$ cat src/rtl/trig_capture_pkg.sv
// Shared definitions for the triggered capture counter: FSM encoding and
// the BRAM byte-address width.
package trig_capture_pkg;

  localparam int ADDR_W = 32;

  typedef enum logic [1:0] {
    ST_IDLE    = 2'd0,
    ST_ARMED   = 2'd1,
    ST_PENDING = 2'd2,
    ST_WRITE   = 2'd3
  } state_t;

endpackage

$ cat src/rtl/rising_edge_detect.sv
// Registers the trigger every clock and flags a 0->1 transition in the
// same cycle the input rises.
module rising_edge_detect (
  input  logic clk,
  input  logic resetn,
  input  logic in,
  output logic edge_det
);

  logic trig_q;

  // Delay the input by one clock; not gated by any enable.
  always_ff @(posedge clk or negedge resetn) begin
    if (!resetn) trig_q <= 1'b0;
    else         trig_q <= in;
  end

  assign edge_det = in & ~trig_q;

endmodule

$ cat src/rtl/trig_capture_counter.sv
// Triggered frame capture: a free-running word counter drives a BRAM
// address; after arm and a trigger edge, one full frame (addresses
// 0..count_max) is written with wen, then the block re-arms or idles.
module trig_capture_counter
  import trig_capture_pkg::*;
#(
  parameter int COUNT_WIDTH     = 13,
  parameter int ADDR_LSB        = 2,
  parameter int WEN_WIDTH       = 4,
  parameter int FRAME_CNT_WIDTH = 16
) (
  input  logic                       clk,
  input  logic                       resetn,
  input  logic                       clken,
  input  logic                       trig,
  input  logic                       arm,
  input  logic                       continuous,
  input  logic                       abort,
  output logic [ADDR_W-1:0]          address,
  output logic [WEN_WIDTH-1:0]       wen,
  output logic                       busy,
  output logic                       done,
  output logic [FRAME_CNT_WIDTH-1:0] frame_count
);

  if (COUNT_WIDTH + ADDR_LSB > ADDR_W) begin : g_width_err
    $error("trig_capture_counter: COUNT_WIDTH + ADDR_LSB exceeds the 32-bit address");
  end

  logic [COUNT_WIDTH-1:0] count;
  logic                   at_max;
  logic                   trig_edge;
  logic                   frame_end;
  logic                   write_on;
  state_t                 state;
  state_t                 state_nxt;

  rising_edge_detect u_edge (
    .clk      (clk),
    .resetn   (resetn),
    .in       (trig),
    .edge_det (trig_edge)
  );

  // Free-running word counter, wraps naturally at count_max.
  always_ff @(posedge clk or negedge resetn) begin
    if (!resetn)    count <= '0;
    else if (clken) count <= count + COUNT_WIDTH'(1);
  end

  assign at_max  = (count == {COUNT_WIDTH{1'b1}});
  assign address = ADDR_W'(count) << ADDR_LSB;

  // FSM state register.
  always_ff @(posedge clk or negedge resetn) begin
    if (!resetn) state <= ST_IDLE;
    else         state <= state_nxt;
  end

  // FSM next state; abort overrides every other transition.
  always_comb begin
    state_nxt = state;
    if (abort) begin
      state_nxt = ST_IDLE;
    end else begin
      unique case (state)
        ST_IDLE:    if (arm)              state_nxt = ST_ARMED;
        ST_ARMED:   if (trig_edge)        state_nxt = ST_PENDING;
        // Wait for the wrap so the first write lands on address 0.
        ST_PENDING: if (clken && at_max)  state_nxt = ST_WRITE;
        ST_WRITE:   if (clken && at_max)  state_nxt = continuous ? ST_ARMED : ST_IDLE;
        default:                          state_nxt = ST_IDLE;
      endcase
    end
  end

  // FSM outputs decoded from the current state.
  always_comb begin
    write_on  = (state == ST_WRITE);
    busy      = (state != ST_IDLE);
    frame_end = write_on && clken && at_max && !abort;
  end

  assign wen = {WEN_WIDTH{write_on}};

  // Completion pulse and saturating frame counter; arming clears the count.
  always_ff @(posedge clk or negedge resetn) begin
    if (!resetn) begin
      done        <= 1'b0;
      frame_count <= '0;
    end else begin
      done <= frame_end;
      if (state == ST_IDLE && arm && !abort)
        frame_count <= '0;
      else if (frame_end && frame_count != {FRAME_CNT_WIDTH{1'b1}})
        frame_count <= frame_count + FRAME_CNT_WIDTH'(1);
    end
  end

endmodule

$ cat config.mk
export PLATFORM = sky130hd
export DESIGN_NAME = trig_capture_counter
export DESIGN_NICKNAME = d
export VERILOG_FILES = /design/src/rtl/trig_capture_pkg.sv /design/src/rtl/rising_edge_detect.sv /design/src/rtl/trig_capture_counter.sv
export SDC_FILE = /design/constraint.sdc
export NUM_CORES = 1
export LEC_CHECK = 0
export ABC_AREA = 1
export BUFFER_PORTS_ARGS = -buffer_cell sky130_fd_sc_hd__buf_4
export CAP_MARGIN = 20
export CELL_PAD_IN_SITES_DETAIL_PLACEMENT = 0
export CELL_PAD_IN_SITES_GLOBAL_PLACEMENT = 1
export CORE_UTILIZATION = 40
export CTS_BUF_LIST = sky130_fd_sc_hd__clkbuf_16
export DETAILED_ROUTE_END_ITERATION = 8
export PLACE_DENSITY = 0.95
export SYNTH_ARGS = -nofsm -noshare
export SYNTH_HDL_FRONTEND = slang
export SYNTH_SLANG_ARGS = --single-unit
export TNS_END_PERCENT = 100
$ cat constraint.sdc
create_clock -name clk -period 2.9 [get_ports clk]
set_clock_uncertainty 0.1 [all_clocks]
set_input_delay 0.145 -clock clk [delete_from_list [all_inputs] [get_ports clk]]
set_output_delay 0.145 -clock clk [all_outputs]
set_load 0.01 [all_outputs]
==> flow_summary.toml <==
[finish]
post-route-util_pct = 50.26
ff_latch_area_um2 = 825.8
multiInputGateArea_um2 = 1090
fin_area_um2 = 2616
fill_cells = 513
drive_gt1_share_pct = 18.26
syn2layout_area_growth_pct = 18.67
final_net_count = 348
fin_cells = 404
diodes = 0

[detailed_routing]
vias = 1869
ant_nets = 0
drt-initial-drc-count = 102
drc = 0
via_per_inst = 4.626
wirelength_mm = 4.489
routedWlPerCell_um = 11.11
drtPass1Iterations = 4

[cts]
hold_buffers = 3
cts_setup_buffers = 0
clock_latency_ns = 0.27
cts_root_buf = "clkbuf_16"
cts_buffer_depth = 2
cts_buffers = 5
cts_tree = "yes"
cts.sinks = 33
clk_pin_slew_ns = 0.05
cts_resized = 0
cts_htree_levels = 2

[synth]
syn_inst = 293
ys.warnings.count = 0
yosys.cell_types.count = 29
synth_seq_cells = 33
synth.top_cell.area_share_pct = 37.46
syn_avg_cell_area_um2 = 7.524
syn_area_um2 = 2205
synth_top_cell_by_area = "dfrtp_1"
synthTopCellsByArea = "dfrtp_1 37%, nand2_1 13%, nand3_1 8.6%"
ys_seq_area_share_pct = 37.46

[min_path]
hold_end = "state[1]"
whs_path_depth = 4
min_from = "abort"
hold_class = "in2reg"

[floorplan]
start_util_pct = 42.36
row_count = 26
die_h_um = 76.24
boundaryPins = 61
core_um2 = 5205
die_w_um = 76.24
die_area_um2 = 5813

[global_routing]
gr-usage-all-layers_pct = 17.18
gr-usage-met2_pct = 29.19
grt_busiest_layer = "met2"
grt_first_pass_wirelength_mm = 8.066
gr-usage-met1_pct = 20.85
met3_usage_pct = 4.551
grt_pass1_vias = 1786
grt_max_degree = 34
grt-ovfl-total = 0
antenna_found_initial = 0

[placed_design]
gp_congestion = 0.8247
place_hpwl_mm = 3.348
dp_cells = 394
placed_area_um2 = 2454
port_buffers = 41

[timing]
final_hold_viol_count = 0
min_period_over_period_pct = 74.29
setup_viol = 0
fmax_ghz = 0.4642
layout_min_cycle_time_ns = 2.154
drv_slew = 0
worst_slew_pin_slew_ns = 0.8423
final.setup.tns_ns = 0
max_slew_margin_pct = 43.79
rsz0062_at_grt = "no"

[power_and_ir_drop]
finalPower_mw = 1.595
combPwrFrac_pct = 28.9
power-per-cell-area_nw_per_um2 = 609.7
leakagePower_nw = 1.416
p_sw_uw = 538.2
sw_frac_of_total_pct = 33.74
vdd_drop_max_v = 0.0003584
p_int_mw = 1.057
seqPwrFrac_pct = 40.9
pwr-share-clk_pct = 30.2

[worst_setup_path]
critPathLaunchType = "register"
path_class = "reg2reg"
r2r_slack_ns = 0.75
worstPathMaxFanout = 29
r2r_cells = 8
reg2reg_from = "state[0]"
end_kind = "register"
r2r-end = "frame_count[2]"
cp.required_ns = 2.96
crit_arrival_ns = 2.22

[job]
drv_cap = 0

[outcome]
run_status = "complete, no violations"
layout make-up:
cell class	count	share of cell area, %
flip-flops and latches	33	31.56
inverters	38	5.452
clock inverters	2	0.2869
multi-input cells	212	41.65
well taps	70	3.348
repair buffers	44	12.91
clock buffers	5	4.782
stage by stage:
step | setup slack (ns) | hold WS, ns
6_report | 0.7456 | 0.08315
5_1_grt | 0.5395 | 0.1022
4_1_cts | 0.7543 | 0.08323
3_5_place_dp | 0.7791 | 0.01953
3_3_place_gp | 0.8665 | 0.01599
2_1_floorplan | 1.139 | -0.2506
per-layer routing:
layer | vias up | wire, um
met1 | 855 | 2010
met3 | 9 | 218
met2 | 47 | 2183
li1 | 958 | -
met4 | 0 | 76
met5 | - | 0
cell families (layout without fill, tap and decap cells):
family          after synthesis  after routing  synth area share (%)
fa+ha+maj                     7              7                 3.973
compound gates               11             11                 2.724
simple gates                160            160                 33.43
buf+inv                      66             89                 16.17
mux                           1              1                0.5107
xor+xnor                     14             14                 5.562
other cells                   1             19                0.1701
flops                        33             33                 37.46
layout by cell type, fill, tap and decap left out, types with 5 or more instances in the layout:
cell type	Yosys	final
buf_4	23	41
clkbuf_16	0	5
conb_1	1	19
dfrtp_1	33	33
ha_1	7	7
inv_1	36	37
nand2_1	75	75
nand3_1	38	38
nor2_1	25	25
xor2_1	10	10
cells in the mapped netlist (all sizes together):
cell    number
nand2       77
nand3       42
inv         37
dfrtp       33
nor2        31
buf         26
xor2        10
ha           7
o21ai        7
nand4        4
xnor2        4
nor3         3
a21oi        2
clkbuf       2
nor3b        2
clkinv       1
conb         1
mux2         1
o21a         1
o21bai       1
or2          1
worst max-delay path: stages, from the launching register on:
cell	delay, ns
dfrtp_1	0.44
inv_1	0.11
ha_1	0.20
inv_1	0.10
nor3_2	0.08
inv_1	0.62
nand2_1	0.23
nand2_1	0.11
nand2_1	0.05
sequential cells by signal, indices dropped and copies added (netlist names):
| signal | flops |
|---|---|
| count | 13 |
| done | 1 |
| frame_count | 16 |
| state | 2 |
| u_edge.trig_q | 1 |
worst max-delay path by stage:
stage	startpoint	end	slack (ns)
3_5_place_dp	state[0]	frame_count[2]	0.78
3_3_place_gp	state[0]	frame_count[15]	0.87
4_1_cts	state[0]	frame_count[2]	0.75
5_1_grt	state[0]	frame_count[2]	0.54
2_1_floorplan	state[0]	frame_count[12]	1.14
6_report	state[0]	frame_count[2]	0.75
power by group through the flow:
stage                     clock, mW  sequential [mW]  combinational [mW]
after global routing          0.517            0.667               0.524
after detailed placement          0            0.658               0.463
after floorplan                   0            0.663               0.281
after global placement            0            0.652               0.455
after CTS                     0.494            0.653               0.468
final                         0.481            0.652               0.462
Power figures use the tool's default switching activity.
